[config.mk]
export PLATFORM = sky130hd
export DESIGN_NAME = mem_stage_ctrl_flat
export DESIGN_NICKNAME = d
export VERILOG_FILES = /design/src/rtl/mem_stage_ctrl_if.sv /design/src/rtl/mem_stage_ctrl.sv /design/src/flat_wrapper.sv
export SDC_FILE = /design/constraint.sdc
export NUM_CORES = 1
export LEC_CHECK = 0
export CORE_MARGIN = 1.5
export CORE_UTILIZATION = 45
export DETAILED_ROUTE_END_ITERATION = 12
export PLACE_DENSITY = 0.85
export REMOVE_ABC_BUFFERS = 1
export SETUP_SLACK_MARGIN = 0.2
export SKIP_LAST_GASP = 1
export SLEW_MARGIN = 20
export SYNTH_ARGS = -nofsm -noshare
export SYNTH_HDL_FRONTEND = slang
export SYNTH_SLANG_ARGS = --single-unit
[constraint.sdc]
create_clock -name clk -period 2.8 [get_ports clk]
set_clock_uncertainty 0.2 [all_clocks]
set_input_delay 0.56 -clock clk [delete_from_list [all_inputs] [get_ports clk]]
set_output_delay 0.56 -clock clk [all_outputs]
set_load 0.02 [all_outputs]
[src/rtl/mem_stage_ctrl_if.sv]
// Data-memory bus between the MEM-stage controller (master) and the memory (slave).
interface mem_stage_ctrl_if #(
   parameter int DATA_W = 16
);
   logic [DATA_W-1:0] mem_addr;
   logic [DATA_W-1:0] mem_wdata;
   logic              mem_rd;
   logic              mem_wr;
   logic              mem_stall;
   logic              mem_done;
   logic [DATA_W-1:0] mem_rdata;

   modport master (
      output mem_addr, mem_wdata, mem_rd, mem_wr,
      input  mem_stall, mem_done, mem_rdata
   );

   modport slave (
      input  mem_addr, mem_wdata, mem_rd, mem_wr,
      output mem_stall, mem_done, mem_rdata
   );
endinterface

[src/rtl/mem_stage_ctrl.sv]
// MEM-stage access controller: runs multi-cycle loads/stores and writes MEM/WB only on completion.
// Optional misaligned-access trap enabled by defining MEM_MISALIGN_CHK_EN.
//
// state | meaning
// IDLE  | no access in flight; pass-through or launch a new access
// REQ   | request asserted with latched address/data, waiting for acceptance
// WAIT  | request accepted, waiting for mem_done
// DONE  | access finished; MEM/WB latches for one cycle
module mem_stage_ctrl #(
   parameter int DATA_W = 16,
   parameter int CNT_W  = 16
) (
   input  logic              clk,
   input  logic              rst,
   input  logic              valid_in,
   input  logic              MemRead_in,
   input  logic              MemWrite_in,
   input  logic              halt_in,
   input  logic [DATA_W-1:0] ALURes_in,
   input  logic [DATA_W-1:0] writedata_in,
   mem_stage_ctrl_if.master  mem,
   output logic [DATA_W-1:0] readdata_out,
   output logic              memwb_en,
   output logic              stall_out,
   output logic              err_out,
   output logic [CNT_W-1:0]  stall_cnt
);

   typedef enum logic [1:0] {IDLE, REQ, WAIT, DONE} state_t;

   state_t            state_q, state_d;
   logic [DATA_W-1:0] addr_q, addr_d;
   logic [DATA_W-1:0] wdata_q, wdata_d;
   logic              rd_q, rd_d;
   logic [DATA_W-1:0] rdata_q, rdata_d;
   logic [CNT_W-1:0]  cnt_q, cnt_d;
   logic              access;
   logic              misalign;
   logic              start;
   logic              stall_raw;

   assign access = valid_in & (MemRead_in | MemWrite_in) & ~halt_in;

`ifdef MEM_MISALIGN_CHK_EN
   logic err_q, err_d;

   assign misalign = access & ALURes_in[0];
   assign err_d    = (state_q == IDLE) & misalign;
   assign err_out  = err_q;

   always_ff @(posedge clk or negedge rst) begin
      if (!rst) err_q <= 1'b0;
      else      err_q <= err_d;
   end
`else
   assign misalign = 1'b0;
   assign err_out  = 1'b0;
`endif

   assign start = access & ~misalign;

   always_comb begin
      state_d = state_q;
      addr_d  = addr_q;
      wdata_d = wdata_q;
      rd_d    = rd_q;
      rdata_d = rdata_q;
      case (state_q)
         IDLE: begin
            if (start) begin
               addr_d  = ALURes_in;
               wdata_d = writedata_in;
               rd_d    = MemRead_in;   // read wins when both op bits are set
               state_d = REQ;
            end
         end
         REQ: begin
            if (!mem.mem_stall) state_d = WAIT;
         end
         WAIT: begin
            if (mem.mem_done) begin
               if (rd_q) rdata_d = mem.mem_rdata;
               state_d = DONE;
            end
         end
         DONE:    state_d = IDLE;
         default: state_d = IDLE;
      endcase
   end

   // Held in reset, the stage must look transparent to the rest of the pipeline.
   assign stall_raw = (state_q == REQ) | (state_q == WAIT) | ((state_q == IDLE) & start);
   assign stall_out = rst & stall_raw;
   assign memwb_en  = ~stall_out;

   always_comb begin
      cnt_d = cnt_q;
      if (stall_out && (cnt_q != {CNT_W{1'b1}})) cnt_d = cnt_q + 1'b1;
   end

   assign mem.mem_rd    = (state_q == REQ) & rd_q;
   assign mem.mem_wr    = (state_q == REQ) & ~rd_q;
   assign mem.mem_addr  = addr_q;
   assign mem.mem_wdata = wdata_q;
   assign readdata_out  = rdata_q;
   assign stall_cnt     = cnt_q;

   always_ff @(posedge clk or negedge rst) begin
      if (!rst) begin
         state_q <= IDLE;
         addr_q  <= '0;
         wdata_q <= '0;
         rd_q    <= 1'b0;
         rdata_q <= '0;
         cnt_q   <= '0;
      end else begin
         state_q <= state_d;
         addr_q  <= addr_d;
         wdata_q <= wdata_d;
         rd_q    <= rd_d;
         rdata_q <= rdata_d;
         cnt_q   <= cnt_d;
      end
   end

endmodule

[src/flat_wrapper.sv]
// flat-port wrapper written by rule: the top's interface ports become plain ports
module mem_stage_ctrl_flat 
#(
   parameter int DATA_W = 16,
   parameter int CNT_W  = 16
)
  (clk, rst, valid_in, MemRead_in, MemWrite_in, halt_in, ALURes_in, writedata_in, readdata_out, memwb_en, stall_out, err_out, stall_cnt, mem_mem_addr, mem_mem_wdata, mem_mem_rd, mem_mem_wr, mem_mem_stall, mem_mem_done, mem_mem_rdata);
  mem_stage_ctrl_if #(.DATA_W(DATA_W)) mem_i ();
  input  logic clk;
  input  logic rst;
  input  logic valid_in;
  input  logic MemRead_in;
  input  logic MemWrite_in;
  input  logic halt_in;
  input  logic [DATA_W-1:0] ALURes_in;
  input  logic [DATA_W-1:0] writedata_in;
  output logic [DATA_W-1:0] readdata_out;
  output logic memwb_en;
  output logic stall_out;
  output logic err_out;
  output logic [CNT_W-1:0] stall_cnt;
  output wire logic [$bits(mem_i.mem_addr)-1:0] mem_mem_addr;
  output wire logic [$bits(mem_i.mem_wdata)-1:0] mem_mem_wdata;
  output wire logic [$bits(mem_i.mem_rd)-1:0] mem_mem_rd;
  output wire logic [$bits(mem_i.mem_wr)-1:0] mem_mem_wr;
  input wire logic [$bits(mem_i.mem_stall)-1:0] mem_mem_stall;
  input wire logic [$bits(mem_i.mem_done)-1:0] mem_mem_done;
  input wire logic [$bits(mem_i.mem_rdata)-1:0] mem_mem_rdata;
  assign mem_mem_addr = mem_i.mem_addr;
  assign mem_mem_wdata = mem_i.mem_wdata;
  assign mem_mem_rd = mem_i.mem_rd;
  assign mem_mem_wr = mem_i.mem_wr;
  assign mem_i.mem_stall = mem_mem_stall;
  assign mem_i.mem_done = mem_mem_done;
  assign mem_i.mem_rdata = mem_mem_rdata;
  mem_stage_ctrl #(.DATA_W(DATA_W), .CNT_W(CNT_W)) u_core (.clk(clk), .rst(rst), .valid_in(valid_in), .MemRead_in(MemRead_in), .MemWrite_in(MemWrite_in), .halt_in(halt_in), .ALURes_in(ALURes_in), .writedata_in(writedata_in), .mem(mem_i), .readdata_out(readdata_out), .memwb_en(memwb_en), .stall_out(stall_out), .err_out(err_out), .stall_cnt(stall_cnt));
endmodule
==> run metrics, run 1 <==
Final Cycle Share=89.2%; asr flop ratio synth=100%; Worst setup SP type=input port; Die X-Extent=82.2 um; Clock power frac=about 17%; Yosys cell types=33; Main synth FF type=dfrtp_1; Critical path destination=stall_out; Max-slew headroom=60.8%; CTS tree=built; Seq/Total Area, Yosys=59.4%; Post-synth EDFFs=0; first-iteration detailed-routing DRC count=65; Final Max Tran Viols=0; Vias=between 2000 and 2500; Congestion Overflow GR=0; Root Buffer=clkbuf_8; first-pass GRT wire length=10200 um; Net Switching=about 1.6 mW; Std-Cell Core Area=5990 um^2; status=complete, no violations; maximum vdd drop=~0.62 mV; Comb pwr share=47.7%; Total GRT Usage=20.2%; wire per inst=15.5 um; smallest hold slack=82.1 ps; design area=4390 um^2; Max-Cap Viols=0; DP HPWL=4580 um; antenna-violating nets left=0; row count=28; Final Hold Viols=0; H-tree levels=3; Worst Setup SP=MemRead_in; worst skew pair latency=330 ps; fin util=73.2%; antenna fix cells=0; vias per cell=5.08; Power Density=1060 nW/um^2; initial antenna violation count=0; CP Capture Type=output port; clock sink count=67; RSZ-0062 raised after global routing=false; Seq pwr share=35.0%; Pwr Total=4.65 mW; number of global-route vias before repair=2132; commonest non-fill, non-tap cell in the layout=clkdlybuf4s50_1; # nets final=approximately 390; synthesis-stage register bit count=67; internal power=3.03 mW; critical path class=input port to output port; clk buf depth=2; fin crit period=2500 ps; drt drc=0; worst r2r src=u_core.state_q[1]; Net Sw Frac=34.8%; Port Buffers=123; reg-to-reg slack, setup=around 630 ps; Critical Path RT=2040 ps; Least-Margin Pin Slew=588 ps; LEAKAGE=1.93 nW; Warnings, synthesis=0; Starting Density=47.1%; layout cell share with drive strength beyond 1=around 25%; P&R area growth vs syn=55.5%; Synth Cell Area=2820 um^2; largest net degree at the start of global routing=between 40 and 50; Avg Cell Area, Syn=14.2 um^2; crit path max fanout=3; CP arrival=1740 ps; clk slew on worst S/H paths=70 ps; Hold Path Class=input port to async pin; Top Ports=125; worst r2r dst=u_core.stall_cnt[12]; R2R cell count=7; Setup violations, final=0; Die Height=between 80 and 90 um; placer congestion estimate=0.800; total CTS buffers=9; Routed WL=between 6000 and 7000 um; placed inst area=4170 um^2; CTS Hold Bufs=0; die area=6750 um^2; fmax=approximately 0.4 GHz; Post-Syn Instances=between 150 and 200; first-pass detailed-route iteration total=4; Setup TNS=0 ps; most frequent cells in the layout=clkdlybuf4s50_1 (118), dfrtp_1 (67), mux2_2 (52)
==> flip-flops by register name, indices dropped and copies added, names as in the netlist <==
| signal | cells |
|---|---|
| u_core.mem.mem_wdata | 16 |
| u_core.state_q | 2 |
| u_core.readdata_out | 16 |
| u_core.rd_q | 1 |
| u_core.mem.mem_addr | 16 |
| u_core.stall_cnt | 16 |
==> power by group through the flow <==
| stage | combinational (mW) | clock (mW) | sequential, mW |
|---|---|---|---|
| finish | 2.22 | 0.806 | 1.63 |
| floorplan | 0.655 | 0 | 2.11 |
| detailed placement | 2.24 | 0 | 1.65 |
| global placement | 2.21 | 0 | 1.62 |
| global route | 2.38 | 0.881 | 1.68 |
| CTS | 2.25 | 0.835 | 1.63 |
==> routing by layer <==
layer  wire length [um]  GRT usage, %  vias to the layer above
met5                  0             0                        -
met4                104          7.29                        0
met3                596          7.58                        9
met2               3130          32.9                       93
met1               2560          24.3                     1014
li1                   -             -                      981
==> timing repair <==
item / CTS / global route
setup endpoints to repair: 3 / 2
setup buffers: 0 / 0
resized for setup: 11 / 2
pin swaps: 1 / 0
==> cell type report <==
cell class                 count  area (um^2)
multi-input combinational    121         1110
inverter                       4         15.0
tap                           75         93.8
clock buffer                  16          210
sequential                    67         1680
timing repair buffer         130         1280
fill                         426         1600
==> critical path, stage by stage <==
cell and delay [ps]:
clkdlybuf4s50_1 430, or2_4 270, a41oi_4 250, inv_1 60, buf_2 160
==> cell usage after synthesis (all sizes together), types with 2 or more instances <==
library cell	instances	area share (%)
and2	2	0.44
xor2	14	4.3
nor2b	2	0.44
nor4b	2	0.62
inv	4	0.53
nand3	8	1.4
or3	2	0.44
nand2	6	0.80
nor4	8	2.2
dfrtp	67	59
mux2	52	21
nor3	3	0.53
ha	4	1.8
a2111oi	2	0.67
buf	6	1.2
nand4	4	1.1
==> per-stage QoR <==
step	worst slack, ps	instances
floorplan	245	192
detailed placement	-303	397
finish	302	413
global placement	-314	397
CTS	206	413
global route	217	413
==> logic make-up (layout without fill, tap and decap cells) <==
family | Yosys count | after routing | share of synthesized area [%]
DFF | 67 | 67 | 59.4
buffers and inverters | 11 | 150 | 1.82
xor gates and xnor gates | 14 | 14 | 4.35
muxes | 52 | 52 | 20.8
adders and majority gates | 4 | 4 | 1.77
other | 1 | 1 | 0.133
and+or+nand+nor | 43 | 43 | 9.45
AOI/OAI and AO/OA | 7 | 7 | 2.31
==> worst min path at each step <==
stage | to | slack [ps]
after detailed placement | u_core.mem.mem_wdata[6] | 290
after CTS | u_core.mem.mem_wdata[14] | 80
after global routing | u_core.mem.mem_addr[9] | 90
final | u_core.mem.mem_addr[2] | 80
after floorplan | u_core.mem.mem_addr[0] | 60
after global placement | u_core.mem.mem_addr[6] | 290
Note: power is estimated with default switching activity, not from simulation.
==> run 2, diff against run 1 <==
--- a/config.mk
+++ b/config.mk
@@ -8,8 +8,7 @@
 export CORE_MARGIN = 1.5
 export CORE_UTILIZATION = 45
 export DETAILED_ROUTE_END_ITERATION = 12
-export PLACE_DENSITY = 0.85
-export REMOVE_ABC_BUFFERS = 1
+export PLACE_DENSITY_LB_ADDON = 0.05
 export SETUP_SLACK_MARGIN = 0.2
 export SKIP_LAST_GASP = 1
 export SLEW_MARGIN = 20
==> run 2 against run 1 <==
  * Final cell count shrank 0.24%
  * Worst hold slack lost 36 ps
  * Non-clock buffer count grew 1
  * Wire length grew 0.72%
  * Core utilization shrank 0.27 points
  * First-iteration DRC count shrank 38%
  * Via count shrank 1.3%
  * Combinational power is essentially flat
==> run metrics, run 2 (synthesis gave the netlist of run 1 again) <==
largest net degree at the start of global routing=50; Net Switching=1.63 mW; LEAKAGE=1.93 nW; Die X-Extent=82.2 um; reg-to-reg slack, setup=a little over 600 ps; Crit-path slowest cell=clkdlybuf4s50_1; critical path class=input port to output port; clk buf depth=2; Starting Density=47.1%; Setup TNS=0 ps; clock sink count=between 60 and 70; Total GRT Usage=between 10% and 20%; Least-Margin Pin Slew=roughly 620 ps; Std-Cell Core Area=about 6000 um^2; CP Capture Type=output port; internal power=3.04 mW; Top Family by Delay on Critical Path=buffers and inverters; Final WS setup=300 ps; first-pass GRT wire length=9810 um; Port Buffers=approximately 120; Vias=about 2100; Congestion Overflow GR=0; Setup violations, final=0; number of global-route vias before repair=about 2100; antenna fix cells=0; # nets final=394; fin util=~73%; CP arrival=1740 ps; H-tree levels=3; P&R area growth vs syn=54.9%; total CTS buffers=9; Seq pwr share=35.0%; Final Cycle Share=just under 90%; DP HPWL=4680 um; RSZ-0062 raised after global routing=false; Comb pwr share=47.6%; crit path max fanout=3; Root Buffer=clkbuf_8; Power Density=between 1000 and 1500 nW/um^2; Routed WL=6430 um; die area=6750 um^2; row count=28; fmax=0.400 GHz; Top Ports=125; Max stage delay on crit path=400 ps; placer congestion estimate=0.866; status=complete, no violations; first-pass detailed-route iteration total=3; WP buf/inv=3; syn nets=about 260; CTS tree=built; Net Sw Frac=34.9%; layout cell share with drive strength beyond 1=24.3%; Max-Cap Viols=0; crit path cell chain=clkdlybuf4s50_1, or2_2, a41oi_4, inv_1, buf_2; clk slew on worst S/H paths=around 70 ps; smallest hold slack=46.3 ps; Max-slew headroom=58.7%; first-iteration detailed-routing DRC count=40; CTS Hold Bufs=0; fin crit period=around 2500 ps; Critical Path RT=slightly above 2000 ps; commonest non-fill, non-tap cell in the layout=clkdlybuf4s50_1; Worst setup SP type=input port; Hold Path Class=input port to async pin; vias per cell=5.02; wire per inst=15.6 um; most frequent cells in the layout=clkdlybuf4s50_1 (118), dfrtp_1 (67), mux2_2 (52); fillers=430; maximum vdd drop=0.650 mV; drt drc=0; Final Max Tran Viols=0; antenna-violating nets left=0; setup bufs post-CTS=0; Die Height=slightly above 80 um; Clock power frac=between 15 and 20%; Final Hold Viols=0; dpl ws=-212 ps; worst skew pair latency=roughly 330 ps; initial antenna violation count=0
-- run 2: layer usage --
metal / wire length (um) / share of wire, % / global-route usage, %
met3: 439 / 6.8 / 5.93
met2: 3110 / 48 / 31.4
met4: 158 / 2.5 / 10.5
met5: 0 / 0 / 0
met1: 2730 / 42 / 24.0
-- run 2: layout make-up --
type,instances,area (um^2),share of cell area (%)
Timing Repair Buffer,131,1280,29.3
Multi-Input combinational cell,121,1100,25.3
Inverter,4,15.0,0.343
Clock inverter,2,35.0,0.801
Tap cell,75,93.8,2.15
Sequential cell,67,1680,38.4
Clock buffer,12,165,3.78
-- run 2: path summary, 6_finish.rpt --
check,from,to,cells after the start
setup / recovery,MemWrite_in,stall_out,5
hold / removal,rst,u_core.state_q[1],2
setup reg to reg,u_core.state_q[1],u_core.stall_cnt[12],7
hold reg to reg,u_core.stall_cnt[10],u_core.stall_cnt[10],1
max in group asynchronous,rst,u_core.stall_cnt[2],2
min in group clk,u_core.stall_cnt[10],u_core.stall_cnt[10],1
-- run 2: stage by stage --
stage                     instances  total power [mW]  instance area (um^2)
after floorplan                 199              2.78                  2820
after global routing            412              4.93                  4370
after global placement          398              3.84                  4170
after CTS                       412              4.73                  4370
final                           412              4.67                  4370
after detailed placement        398              3.90                  4170
-- run 2: power by group through the flow --
stage | combinational (mW) | clock, mW | sequential [mW]
floorplan | 0.664 | 0 | 2.11
global placement | 2.21 | 0 | 1.63
detailed placement | 2.25 | 0 | 1.65
CTS | 2.26 | 0.840 | 1.63
global route | 2.37 | 0.871 | 1.69
finish | 2.22 | 0.815 | 1.63
-- run 2: what timing repair did --
item / CTS / global route
pin swaps: 1 / 0
gates resized for setup: 8 / 3
endpoints found under the setup margin: 2 / 3
-- run 2: worst reg2reg max path: cells and delay by family (launching register included) --
kind | cells | cell delay [ps]
and+or+nand+nor | 2 | 510
AOI/OAI and AO/OA | 1 | 50
muxes | 1 | 380
DFF | 1 | 360
adders and majority gates | 1 | 280
buffers and inverters | 2 | 300
==> run 3, diff against run 2 <==
--- a/config.mk
+++ b/config.mk
@@ -9,7 +9,6 @@
 export CORE_UTILIZATION = 45
 export DETAILED_ROUTE_END_ITERATION = 12
 export PLACE_DENSITY_LB_ADDON = 0.05
-export SETUP_SLACK_MARGIN = 0.2
 export SKIP_LAST_GASP = 1
 export SLEW_MARGIN = 20
 export SYNTH_ARGS = -nofsm -noshare
==> run 3 against run 2 <==
  * Clock power hardly changed
  * Global-route usage decreased by 0.11 points
  * Cell area about the same
  * Die area is the same
  * Sequential power barely moved
  * Total power rose by 0.18%
  * First-iteration DRC count rose by 15%
  * Critical path depth unchanged
  * Final cell count is the same
  * Maximum frequency is 7.7% lower
  * Non-clock buffer count stayed put
  * Combinational power about the same
  * Critical path type unchanged
  * Critical endpoint unchanged
  * Largest power group unchanged
  * Highest routed layer unchanged
==> run metrics, run 3 (synthesis gave the netlist of run 1 again) <==
Multi-input gate area=roughly 1100 um^2; Least-Margin Pin Slew=615 ps; Max-Cap Viols=0; dpl ws=-212 ps; H-tree levels=3; Setup violations, final=0; Final WS setup=between 90 and 100 ps; row count=28; smallest hold slack=approximately 43 ps; first-pass GRT wire length=9750 um; Storage cell area=1680 um^2; Crit-path slowest cell=clkdlybuf4s50_1; first-iteration detailed-routing DRC count=46; Final Max Tran Viols=0; Top Family by Delay on Critical Path=buffers and inverters; first-pass detailed-route iteration total=3; initial antenna violation count=0; Die X-Extent=approximately 82 um; Net Sw Frac=34.9%; syn nets=~260; CP Capture Type=output port; clk slew on worst S/H paths=roughly 80 ps; Max-slew headroom=59.0%; number of global-route vias before repair=about 2100; Max stage delay on crit path=400 ps; drt drc=0; Hold Path Class=input port to async pin; maximum vdd drop=around 0.65 mV; Pwr Total=approximately 4.7 mW; Critical Path RT=between 2000 and 2500 ps; die area=6750 um^2; Top Ports=125; Worst setup SP type=input port; P&R area growth vs syn=55.0%; WP buf/inv=3; clk buf depth=2; Vias=between 2000 and 2500; fmax=0.369 GHz; largest net degree at the start of global routing=50; status=complete, no violations; Power Density=around 1100 nW/um^2; Setup TNS=0 ps; vias per cell=5.01; total CTS buffers=9; Final Cycle Share=a little over nine tenths; setup bufs post-CTS=0; Routed WL=6420 um; # nets final=394; Congestion Overflow GR=0; fin crit period=between 2000 and 3000 ps; crit path cell chain=clkdlybuf4s50_1, or2_2, a41oi_4, inv_1, dlygate4sd2_1; wire per inst=between 15 and 20 um; critical path class=input port to output port; Root Buffer=clkbuf_8; Total GRT Usage=19.6%; RSZ-0062 raised after global routing=false; crit path max fanout=3; Starting Density=between 40% and 50%; design area=4370 um^2; most frequent cells in the layout=clkdlybuf4s50_1 (120), dfrtp_1 (67), mux2_2 (52); Comb pwr share=47.6%; placer congestion estimate=0.866; clock sink count=67; fillers=around 430; Port Buffers=123; worst skew pair latency=330 ps; LEAKAGE=1.90 nW; Std-Cell Core Area=5990 um^2; Clock power frac=17.5%; CTS tree=built; internal power=3.04 mW; Seq pwr share=34.9%; Final Hold Viols=0; layout cell share with drive strength beyond 1=23.7%; Net Switching=1.63 mW; antenna fix cells=0; CP arrival=approximately 2000 ps; commonest non-fill, non-tap cell in the layout=clkdlybuf4s50_1; placed inst area=4170 um^2; antenna-violating nets left=0; DP HPWL=between 4000 and 5000 um; Die Height=just over 80 um
==> run 3: final timing paths <==
kind / start / to / slack [ps] / depth (start not counted)
min in group clk: u_core.stall_cnt[10] / u_core.stall_cnt[10] / 300 / 1
max reg2reg: u_core.state_q[1] / u_core.stall_cnt[12] / 610 / 7
min: rst / u_core.state_q[1] / 40 / 2
max: MemWrite_in / stall_out / 90 / 5
min reg2reg: u_core.stall_cnt[10] / u_core.stall_cnt[10] / 300 / 1
max in group asynchronous: rst / u_core.stall_cnt[11] / 1770 / 2
==> run 3: power by group through the flow <==
| stage | registers (mW) | clock network [mW] | logic [mW] |
|---|---|---|---|
| after floorplan | 2.11 | 0 | 0.664 |
| after global placement | 1.63 | 0 | 2.21 |
| after detailed placement | 1.65 | 0 | 2.25 |
| after CTS | 1.63 | 0.840 | 2.24 |
| after global routing | 1.69 | 0.872 | 2.38 |
| final | 1.63 | 0.817 | 2.23 |
==> run 3: through the flow <==
step,util [%],instances
floorplan,-,199
global placement,69.5,398
detailed placement,69.5,398
CTS,72.8,412
global route,73.0,412
finish,73.0,412
==> run 3: layout make-up <==
type                            count  area share [%]
Sequential cell                    67            38.3
Tap cell                           75            2.15
Inverter                            4           0.343
Timing Repair Buffer              131            29.3
Clock buffer                       12            3.78
Clock inverter                      2           0.801
Multi-Input combinational cell    121            25.3
==> run 3: repair_timing <==
item                                    4_1_cts  5_1_grt
hold buffers                                  0        0
resized for setup                             2        1
endpoints found under the setup margin        2        1
==> run 3: layer usage <==
layer  share of wire, %  track usage [%]
met1                 42             23.7
met2                 48             31.3
met3                7.1             5.93
met4                2.5             10.5
met5                  0                0
